`src/rtl/flash_raid_pkg.sv`:
```
// rtl/flash_raid_pkg.sv - shared encodings for the flash access arbiter
package flash_raid_pkg;

  typedef enum logic [1:0] {
    ST_IDLE    = 2'd0,
    ST_GRANT   = 2'd1,
    ST_RELEASE = 2'd2
  } arb_state_e;

  localparam logic [1:0] MODE_MAIN      = 2'b00;
  localparam logic [1:0] MODE_SECONDARY = 2'b01;
  localparam logic [1:0] MODE_SHARE     = 2'b10;

  localparam int CFG_MODE_LSB = 0;
  localparam int CFG_MODE_MSB = 1;
  localparam int CFG_R0_EN    = 2;
  localparam int CFG_R1_EN    = 3;
  localparam int CFG_R0_SEL   = 4;
  localparam int CFG_R1_SEL   = 5;
  localparam int CFG_HOST_SEL = 6;

  localparam logic FLASH_MAIN      = 1'b0;
  localparam logic FLASH_SECONDARY = 1'b1;

endpackage

```
`src/rtl/flash_range_decoder.sv`:
```
// rtl/flash_range_decoder.sv - maps a transaction address and mode to the target flash
module flash_range_decoder
  import flash_raid_pkg::*;
#(
  parameter int ADDR_W = 24
) (
  input  logic [1:0]        mode,
  input  logic [ADDR_W-1:0] addr,
  input  logic              range0_en,
  input  logic              range1_en,
  input  logic              range0_sel,
  input  logic              range1_sel,
  input  logic [ADDR_W-1:0] addr0_start,
  input  logic [ADDR_W-1:0] addr0_end,
  input  logic [ADDR_W-1:0] addr1_start,
  input  logic [ADDR_W-1:0] addr1_end,
  output logic              flash_sel
);

  logic hit0;
  logic hit1;

  // An inverted window (start > end) can never satisfy both bounds.
  assign hit0 = range0_en && (addr >= addr0_start) && (addr <= addr0_end);
  assign hit1 = range1_en && (addr >= addr1_start) && (addr <= addr1_end);

  always_comb begin
    flash_sel = FLASH_MAIN;
    if (mode == MODE_SECONDARY) begin
      flash_sel = FLASH_SECONDARY;
    end else if (mode == MODE_SHARE) begin
      if (hit0)      flash_sel = range0_sel;
      else if (hit1) flash_sel = range1_sel;
    end
  end

endmodule

```
`src/rtl/flash_access_arbiter.sv`:
```
// rtl/flash_access_arbiter.sv - two-host arbiter for the shared SPI flash pair
// Optional grant counters are built when ARB_STATS_EN is defined.
module flash_access_arbiter
  import flash_raid_pkg::*;
#(
  parameter int ADDR_W         = 24,
  parameter int TIMEOUT_CYCLES = 4096
) (
  input  logic              clk,
  input  logic              rst,
  input  logic [7:0]        cfg_control,
  input  logic [ADDR_W-1:0] addr0_start,
  input  logic [ADDR_W-1:0] addr0_end,
  input  logic [ADDR_W-1:0] addr1_start,
  input  logic [ADDR_W-1:0] addr1_end,
  input  logic [1:0]        req,
  input  logic [ADDR_W-1:0] req_addr0,
  input  logic [ADDR_W-1:0] req_addr1,
  input  logic [1:0]        done,
  output logic [1:0]        gnt,
  output logic              flash_sel,
  output logic              flash_en,
  output logic              timeout_flag,
  output logic [15:0]       grant_count0,
  output logic [15:0]       grant_count1
);

  localparam int WD_W = (TIMEOUT_CYCLES > 2) ? $clog2(TIMEOUT_CYCLES) : 1;
  localparam logic [WD_W-1:0] WD_LAST = WD_W'(TIMEOUT_CYCLES - 1);

  arb_state_e        state_q, state_d;
  logic              owner_q, owner_d;
  logic              target_q, target_d;
  logic              ptr_q, ptr_d;
  logic              timeout_q, timeout_d;
  logic [WD_W-1:0]   wdog_q, wdog_d;

  logic [1:0]        mode;
  logic              host_sel;
  logic [1:0]        elig;
  logic              winner;
  logic [ADDR_W-1:0] win_addr;
  logic              dec_sel;

  assign mode     = cfg_control[CFG_MODE_MSB:CFG_MODE_LSB];
  assign host_sel = cfg_control[CFG_HOST_SEL];

  always_comb begin
    elig = 2'b00;
    case (mode)
      MODE_MAIN, MODE_SECONDARY: elig[host_sel] = req[host_sel];
      MODE_SHARE:                elig = req;
      default:                   elig = 2'b00;
    endcase
    winner = (elig == 2'b11) ? ptr_q : elig[1];
  end

  assign win_addr = winner ? req_addr1 : req_addr0;

  flash_range_decoder #(.ADDR_W(ADDR_W)) u_decoder (
    .mode        (mode),
    .addr        (win_addr),
    .range0_en   (cfg_control[CFG_R0_EN]),
    .range1_en   (cfg_control[CFG_R1_EN]),
    .range0_sel  (cfg_control[CFG_R0_SEL]),
    .range1_sel  (cfg_control[CFG_R1_SEL]),
    .addr0_start (addr0_start),
    .addr0_end   (addr0_end),
    .addr1_start (addr1_start),
    .addr1_end   (addr1_end),
    .flash_sel   (dec_sel)
  );

  always_comb begin
    state_d   = state_q;
    owner_d   = owner_q;
    target_d  = target_q;
    ptr_d     = ptr_q;
    timeout_d = timeout_q;
    wdog_d    = wdog_q;
    case (state_q)
      ST_IDLE: begin
        if (|elig) begin
          state_d   = ST_GRANT;
          owner_d   = winner;
          target_d  = dec_sel;
          ptr_d     = ~winner;
          timeout_d = 1'b0;
          wdog_d    = '0;
        end
      end
      ST_GRANT: begin
        wdog_d = wdog_q + 1'b1;
        // A real done wins over a watchdog expiry in the same cycle.
        if (done[owner_q]) begin
          state_d = ST_RELEASE;
        end else if (wdog_q == WD_LAST) begin
          state_d   = ST_RELEASE;
          timeout_d = 1'b1;
        end
      end
      default: state_d = ST_IDLE;
    endcase
  end

  always_ff @(posedge clk) begin
    if (rst) begin
      state_q   <= ST_IDLE;
      owner_q   <= 1'b0;
      target_q  <= FLASH_MAIN;
      ptr_q     <= 1'b0;
      timeout_q <= 1'b0;
      wdog_q    <= '0;
    end else begin
      state_q   <= state_d;
      owner_q   <= owner_d;
      target_q  <= target_d;
      ptr_q     <= ptr_d;
      timeout_q <= timeout_d;
      wdog_q    <= wdog_d;
    end
  end

  assign flash_en     = (state_q == ST_GRANT);
  assign gnt          = flash_en ? (owner_q ? 2'b10 : 2'b01) : 2'b00;
  assign flash_sel    = flash_en & target_q;
  assign timeout_flag = timeout_q;

`ifdef ARB_STATS_EN
  logic [15:0] cnt0_q, cnt0_d;
  logic [15:0] cnt1_q, cnt1_d;
  logic        grant_now;

  assign grant_now = (state_q == ST_IDLE) && (|elig);

  always_comb begin
    cnt0_d = cnt0_q;
    cnt1_d = cnt1_q;
    if (grant_now && !winner && cnt0_q != 16'hFFFF) cnt0_d = cnt0_q + 16'd1;
    if (grant_now &&  winner && cnt1_q != 16'hFFFF) cnt1_d = cnt1_q + 16'd1;
  end

  always_ff @(posedge clk) begin
    if (rst) begin
      cnt0_q <= '0;
      cnt1_q <= '0;
    end else begin
      cnt0_q <= cnt0_d;
      cnt1_q <= cnt1_d;
    end
  end

  assign grant_count0 = cnt0_q;
  assign grant_count1 = cnt1_q;
`else
  assign grant_count0 = 16'd0;
  assign grant_count1 = 16'd0;
`endif

endmodule

```
`config.mk`:
```
export PLATFORM = sky130hd
export DESIGN_NAME = flash_access_arbiter
export DESIGN_NICKNAME = d
export VERILOG_FILES = /design/src/rtl/flash_raid_pkg.sv /design/src/rtl/flash_range_decoder.sv /design/src/rtl/flash_access_arbiter.sv
export SDC_FILE = /design/constraint.sdc
export NUM_CORES = 1
export LEC_CHECK = 0
export CAP_MARGIN = 10
export CORE_MARGIN = 4
export CORE_UTILIZATION = 25
export CTS_CLUSTER_SIZE = 25
export DETAILED_ROUTE_END_ITERATION = 8
export PLACE_DENSITY = 0.55
export SETUP_SLACK_MARGIN = 0.02
export SLEW_MARGIN = 25
export SYNTH_ARGS = -nofsm -noshare
export SYNTH_HDL_FRONTEND = slang
export SYNTH_SLANG_ARGS = --single-unit
```
`constraint.sdc`:
```
create_clock -name clk -period 3.8 [get_ports clk]
set_clock_uncertainty 0.05 [all_clocks]
set_input_delay 0.95 -clock clk [delete_from_list [all_inputs] [get_ports clk]]
set_output_delay 0.95 -clock clk [all_outputs]
set_load 0.02 [all_outputs]
```
# Yosys cells after proc, flatten, opt, wreduce, memory -nomap -nowiden
# Index checks and enable logic that the tools add are counted.
dict set report totals {
  word_cells 65
  output_inout_bits 37
  ff_bits 18
}
dict set report op_classes {
  muxes 25
  add_sub_neg 1
  n_lt_le_gt_ge 7
  n_bitwise 3
  eq_ne 9
  n_reduce_logical 14
}
# operator n
set ops {}
lappend ops {{$ge 24x24->1} 2}
lappend ops {{$le 24x24->1} 2}
lappend ops {{$mux 24} 1}
lappend ops {{$pmux 12 s2} 1}
lappend ops {{$mux 1} 13}
lappend ops {{$add 12x1->12 const B} 1}
lappend ops {{$eq 12x12->1 const B} 1}
lappend ops {{$mux 12} 1}
lappend ops {{$mux 2} 5}
lappend ops {{$pmux 2 s2} 2}
lappend ops {{$reduce_and 2->1} 3}
lappend ops {{$logic_and 1x1->1} 5}
lappend ops {{$eq 2x1->1 const B} 2}
lappend ops {{$eq 2x2->1 const B} 2}
lappend ops {{$logic_not 2->1} 2}
lappend ops {{$lt 1x2->1 const B} 2}
lappend ops {{$ne 2x2->1 const B} 2}
lappend ops {{$reduce_and 4->1} 1}
lappend ops {{$reduce_or 2->1} 2}
lappend ops {{$ne 3x1->1 const B} 1}
lappend ops {{$and 2x2->2} 1}
lappend ops {{$ne 2x1->1 const B} 1}
lappend ops {{$pmux 1 s2} 1}
lappend ops {{$reduce_bool 2->1} 1}
lappend ops {{4 further kinds} 4}

# Depth between registers and ports, before layout
# Gate-level depths: netlist (run 1).
dict set report depth {
  depth_word 16
  mapped_depth 14
  ltp_nobuf 13
}

# Modules after synthesis
# Synthesis (run 1) repeated with hierarchy kept, for this count alone.
dict set report unflattened {
  cells_unflattened 507
  hier_area_um2 3972.6
}
# mod cells_each seq_area_each_um2 n_inst area_per_inst_um2
set modules_own_cells {}
lappend modules_own_cells {flash_range_decoder 341 0.0 1 2438.6}
lappend modules_own_cells {flash_access_arbiter 166 360.3 1 1534.0}

# Worst setup path after synthesis (run 1)
# Ideal clock, no wire load.
dict set report synth_timing {
  path_type {input to register}
  from {in cfg_control[1]}
  to {reg target_q}
  stages 14
  path_slack_ps -325
  required_time_ps 3664
  n_path_buf 1
  setup_ps 86
  t_arrival_ps 3988
  path_cell_list {inv_1 > a211oi_1 > o21ai_1 > clkbuf_1 > mux2_1 > ha_1 > a21o_1 > a21o_1 > a21oi_1 > nor3_1 > a2111oi_0 > a22oi_2 > mux2i_1 > a221oi_2}
}
dict set report synth_via {
  elab_chain_cells 13
}
# item line
set synth_lines {}
lappend synth_lines {{start: declaration} flash_access_arbiter.sv:11} ;# input logic [7:0] cfg_control,
lappend synth_lines {{$eq 2x1->1 or $logic_not 2->1 (tied branches)} {flash_range_decoder.sv:29, flash_access_arbiter.sv:50}}
lappend synth_lines {{$reduce_or 2->1} flash_access_arbiter.sv:50} ;# case (mode)
lappend synth_lines {{$pmux 2 s2} flash_access_arbiter.sv:50}
lappend synth_lines {{$eq 2x2->1} flash_access_arbiter.sv:55} ;# winner = (elig == 2'b11) ? ptr_q : elig[1];
lappend synth_lines {{$mux 1} flash_access_arbiter.sv:55}
lappend synth_lines {{$mux 24} flash_access_arbiter.sv:58} ;# assign win_addr = winner ? req_addr1 : req_addr0;
lappend synth_lines {{$ge 24x24->1} flash_range_decoder.sv:25} ;# assign hit1 = range1_en && (addr >= addr1_start) && (addr <= addr1_end);
lappend synth_lines {{$logic_and 1x1->1 (2 in series)} flash_range_decoder.sv:25}
lappend synth_lines {{$mux 1} flash_range_decoder.sv:33} ;# else if (hit1) flash_sel = range1_sel;
lappend synth_lines {{$mux 1} flash_range_decoder.sv:32} ;# if (hit0) flash_sel = range0_sel;
lappend synth_lines {{$mux 1} flash_range_decoder.sv:31} ;# end else if (mode == MODE_SHARE) begin
lappend synth_lines {{$mux 1} flash_range_decoder.sv:29} ;# if (mode == MODE_SECONDARY) begin
lappend synth_lines {{end signal: assignment} flash_access_arbiter.sv:117} ;# target_q <= target_d;
lappend synth_lines {{end: declaration} flash_access_arbiter.sv:33} ;# logic target_q, target_d;
# Parallel ways exist; a longest one is shown, timed or not.
# A chain may end at the register's enable or synchronous reset.

# Worst setup path after layout (run 1)
dict set report layout_timing {
  from {in req[0]}
  to {reg target_q}
}
dict set report layout_via {
  elab_chain_cells 14
}
# item line
set layout_lines {}
lappend layout_lines {{start: declaration} flash_access_arbiter.sv:16} ;# input logic [1:0] req,
lappend layout_lines {{$mux 1 (not written as such) (2 in series)} flash_access_arbiter.sv:51} ;# MODE_MAIN, MODE_SECONDARY: elig[host_sel] = req[host_sel];
lappend layout_lines {{$and 2x2->2 (no line)} -}
lappend layout_lines {{$pmux 2 s2 (*)} flash_access_arbiter.sv:50}
lappend layout_lines {{$eq 2x2->1} flash_access_arbiter.sv:55}
lappend layout_lines {{$mux 1} flash_access_arbiter.sv:55}
lappend layout_lines {{$mux 24} flash_access_arbiter.sv:58}
lappend layout_lines {{$ge 24x24->1} flash_range_decoder.sv:25}
lappend layout_lines {{$logic_and 1x1->1 (2 in series)} flash_range_decoder.sv:25}
lappend layout_lines {{$mux 1} flash_range_decoder.sv:33}
lappend layout_lines {{$mux 1} flash_range_decoder.sv:32}
lappend layout_lines {{$mux 1} flash_range_decoder.sv:31}
lappend layout_lines {{$mux 1} flash_range_decoder.sv:29}
# Mark *: on every way between the ends. The rest lies on a longest branch, timed or not. The select of a mux whose other input is x is not followed.

==> load_flow_metrics.sql, run 1 <==
INSERT INTO impl_metrics (metric_group, metric, value, unit) VALUES
('die', 'chipWidth', '131', 'µm'),
('synth', 'synthesis.area', '3760', 'µm²'),
('die', 'start_util', '25.7', '%'),
('clock_tree', 'clock_path_buffers', '2', ''),
('finish', 'drive_gt1_share', '15.5', '%'),
('synth', 'synth_common_cells', 'sky130_fd_sc_hd__ha_1 (97), sky130_fd_sc_hd__inv_1 (96), sky130_fd_sc_hd__a21oi_1 (43)', ''),
('worst_setup_path', 'timing.critical_path.slowest_stage_cell', 'sky130_fd_sc_hd__mux2_4', ''),
('pwr', 'clock_power_share', '20.4', '%'),
('die', 'num_rows', '44', ''),
('pwr', 'power_frac_seq', '17.2', '%'),
('finish', 'nets_finish', '961', ''),
('timing', 'period_needed', '3.71', 'ns'),
('synth', 'synth_cells', '503', ''),
('global_route', 'grt_first_pass_wirelength', '20400', 'µm'),
('clock_tree', 'tritoncts', 'yes', ''),
('synth', 'postSynthRegisterBits', '18', ''),
('worst_setup_path', 'critical-path-max-stage-delay', '0.33', 'ns'),
('synth', 'synth_warn', '0', ''),
('worst_setup_path', 'setup.worst_path.end_class', 'flop', ''),
('place', 'dp.final_hpwl', '11400', 'µm'),
('global_route', 'grt_antenna_before_repair', '0', ''),
('place', 'finalWeightedCongestion', '0.811', ''),
('timing', 'drv_slew', '0', ''),
('pwr', 'total_power', '1.15', 'mW'),
('worst_setup_path', 'timing.critical_path.from_type', 'input port', ''),
('detailed_routing', 'wl_met1', '5720', 'µm'),
('timing', 'hold_violations', '0', ''),
('detailed_routing', 'met3_length', '706', 'µm'),
('detailed_routing', 'post-route-drc-count', '0', ''),
('worst_setup_path', 'path_cells', 'buf_8, a211oi_4, o21ai_4, buf_12, mux2_4, buf_4, ha_4, nor2b_1, o211ai_1, a21oi_2, o311ai_2, nand3_1, a211oi_2, mux2i_1, a221oi_2', ''),
('die', 'floorplan.core_area', '14600', 'µm²'),
('global_route', 'total_global_routing_overflow', '0', ''),
('worst_setup_path', 'timing.critical_path.arrival', '3.82', 'ns'),
('timing', 'timing_worst_slew_pin_value', '0.706', 'ns'),
('synth', 'netlist-cell-type-count', '47', ''),
('timing', 'fmax', '0.270', 'GHz'),
('place', 'dp.cells', '881', ''),
('finish', 'layout_fillers', '1448', ''),
('clock_tree', 'worst_skew_pair.late_latency', '0.25', 'ns'),
('pwr', 'switching_share_of_power', '35.4', '%'),
('timing', 'rsz0062_at_grt', 'yes', ''),
('finish', 'fin_cells', '889', ''),
('outcome', 'status', 'complete, no violations', ''),
('synth', 'post-synth-top-area-cell', 'sky130_fd_sc_hd__ha_1', ''),
('timing', 'post-route-period-util', '97.6', '%'),
('timing', 'timing.setup.tns', '0', 'ns'),
('detailed_routing', 'antenna_left', '0', ''),
('worst_setup_path', 'critical-path-top-delay-family', 'compound AO/OA/AOI/OAI gates', ''),
('timing', 'slew_headroom', '52.8', '%'),
('synth', 'synth-main-ff-cell', 'sky130_fd_sc_hd__dfxtp_1', ''),
('clock_tree', 'clkSinkCount', '18', ''),
('detailed_routing', 'routed-via-count', '4167', ''),
('worst_setup_path', 'critical_path.max_fanout', '6', ''),
('die', 'die_area', '17100', 'µm²'),
('pwr', 'total_leakage_power', '3.01', 'nW'),
('die', 'die-height', '131', 'µm'),
('synth', 'synth_edf_count', '0', ''),
('place', 'numPortBuffers', '161', ''),
('detailed_routing', 'top_signal_layer_used', 'met4', ''),
('pwr', 'internal-power', '742', 'µW'),
('detailed_routing', 'first_iter_violations', '117', ''),
('detailed_routing', 'wl_met2', '6680', 'µm'),
('clock_tree', 'cts-buffers-inserted', '3', ''),
('pwr', 'power.net_switching', '407', 'µW'),
('clock_tree', 'path_clk_slew', '0.06', 'ns'),
('hold_path', 'min-delay-path-class', 'reg -> reg', ''),
('job', 'drv_cap', '0', ''),
('synth', 'postSynthAreaPerCell', '7.47', 'µm²'),
('pwr', 'power_per_cell_area', '182', 'nW/µm²'),
('global_route', 'largest_net_degree_at_the_start_of_global_routing', '20', ''),
('synth', 'synthArstFlopShare', '0', '%');
-- area by class of cell --
class                           instances  area [µm²]  share of cell area [%]
Multi-Input combinational cell        380        3270                    51.9
Sequential cell                        18         360                    5.72
Timing Repair Buffer                  206        1980                    31.5
Clock buffer                            4        88.8                    1.41
Tap cell                              184         230                    3.65
Inverter                               97         367                    5.82
-- logic make-up (layout without fill, tap and decap cells) --
family / count (synthesis) / count (layout) / synth area share (%)
buffers and inverters: 136 / 307 / 16.8
and+or+nand+nor: 113 / 113 / 14.8
AOI/OAI and AO/OA: 112 / 112 / 18.7
adders and majority gates: 97 / 97 / 32.3
muxes: 26 / 26 / 7.69
DFF: 18 / 18 / 9.58
other: 1 / 32 / 0.0997
-- flip-flops by register name, indices dropped and copies added, names as in the netlist --
register / flops
owner_q: 1
ptr_q: 1
timeout_flag: 1
target_q: 1
wdog_q: 12
state_q: 2
-- power by group through the flow --
stage          registers [mW]  clock network [mW]  logic (mW)
3_3_place_gp            0.202                   0       0.616
3_5_place_dp            0.202                   0       0.635
6_report                0.198               0.234       0.718
4_1_cts                 0.198               0.236       0.687
5_1_grt                 0.199               0.244       0.800
2_1_floorplan           0.201                   0       0.350
-- worst reg2reg max path: cells and delay by family, from the launching register on --
kind            cells  cell delay, ns
compound gates      7            1.50
mux                 2            0.46
buf+inv             3            0.38
flops               1            0.30
simple gates        2            0.27
fa+ha+maj           1            0.21
-- per-layer routing --
| layer | GRT usage [%] | up-vias |
|---|---|---|
| met5 | 0 | - |
| met4 | 2.96 | 0 |
| met3 | 1.50 | 14 |
| met2 | 28.4 | 125 |
| met1 | 17.8 | 1917 |
| li1 | - | 2111 |
-- placed cells by master, fill, tap and decap left out, drive strengths merged, types with 5 or more instances in the layout --
cell / netlist / layout
conb: 1 / 32
clkdlybuf4s50: 0 / 156
a211oi: 7 / 7
nor3: 7 / 7
nor2b: 5 / 5
a31oi: 7 / 7
buf: 33 / 49
nand2: 24 / 24
dfxtp: 18 / 18
mux2: 23 / 23
o21ai: 20 / 20
nand3: 13 / 13
inv: 96 / 96
a21o: 10 / 10
a21oi: 43 / 43
nand4: 18 / 18
nor2: 30 / 30
ha: 97 / 97
-- repair_timing --
action,4_1_cts,5_1_grt
setup buffers,3,1
pin swaps,14,24
gates resized for setup,61,36
gates cloned,1,0
setup endpoints to repair,1,1
-- final timing paths --
kind                            startpoint        end  slack (ns)  cells after the start
worst max-delay path                req[0]   target_q        0.09                     15
worst min-delay path             wdog_q[5]  wdog_q[5]        0.43                      1
worst max register to register       ptr_q   target_q        0.53                     15
worst min register to register   wdog_q[5]  wdog_q[5]        0.43                      1
-- per-stage QoR --
stage | area (µm²) | setup slack (ns) | util [%] | hold WS (ns)
after global routing | 6300 | 0.0000315 | 43.0 | 0.454
after floorplan | 3890 | 0.0222 | - | 0.389
final | 6300 | 0.0910 | 43.0 | 0.427
after CTS | 6130 | 0.0237 | 41.9 | 0.424
after detailed placement | 5760 | -1.04 | 39.4 | 0.412
after global placement | 5760 | -0.941 | 39.4 | 0.407
No activity file was read; power rests on OpenSTA's default activity.
==> run 2: changes to the inputs <==
--- a/config.mk
+++ b/config.mk
@@ -12,7 +12,7 @@
 export DETAILED_ROUTE_END_ITERATION = 8
 export PLACE_DENSITY = 0.55
 export SETUP_SLACK_MARGIN = 0.02
-export SLEW_MARGIN = 25
+export SLEW_MARGIN = 40
 export SYNTH_ARGS = -nofsm -noshare
 export SYNTH_HDL_FRONTEND = slang
 export SYNTH_SLANG_ARGS = --single-unit
==> results of run 2 <==
Same layout as run 1: the final DEF is identical, and so are final timing and power.
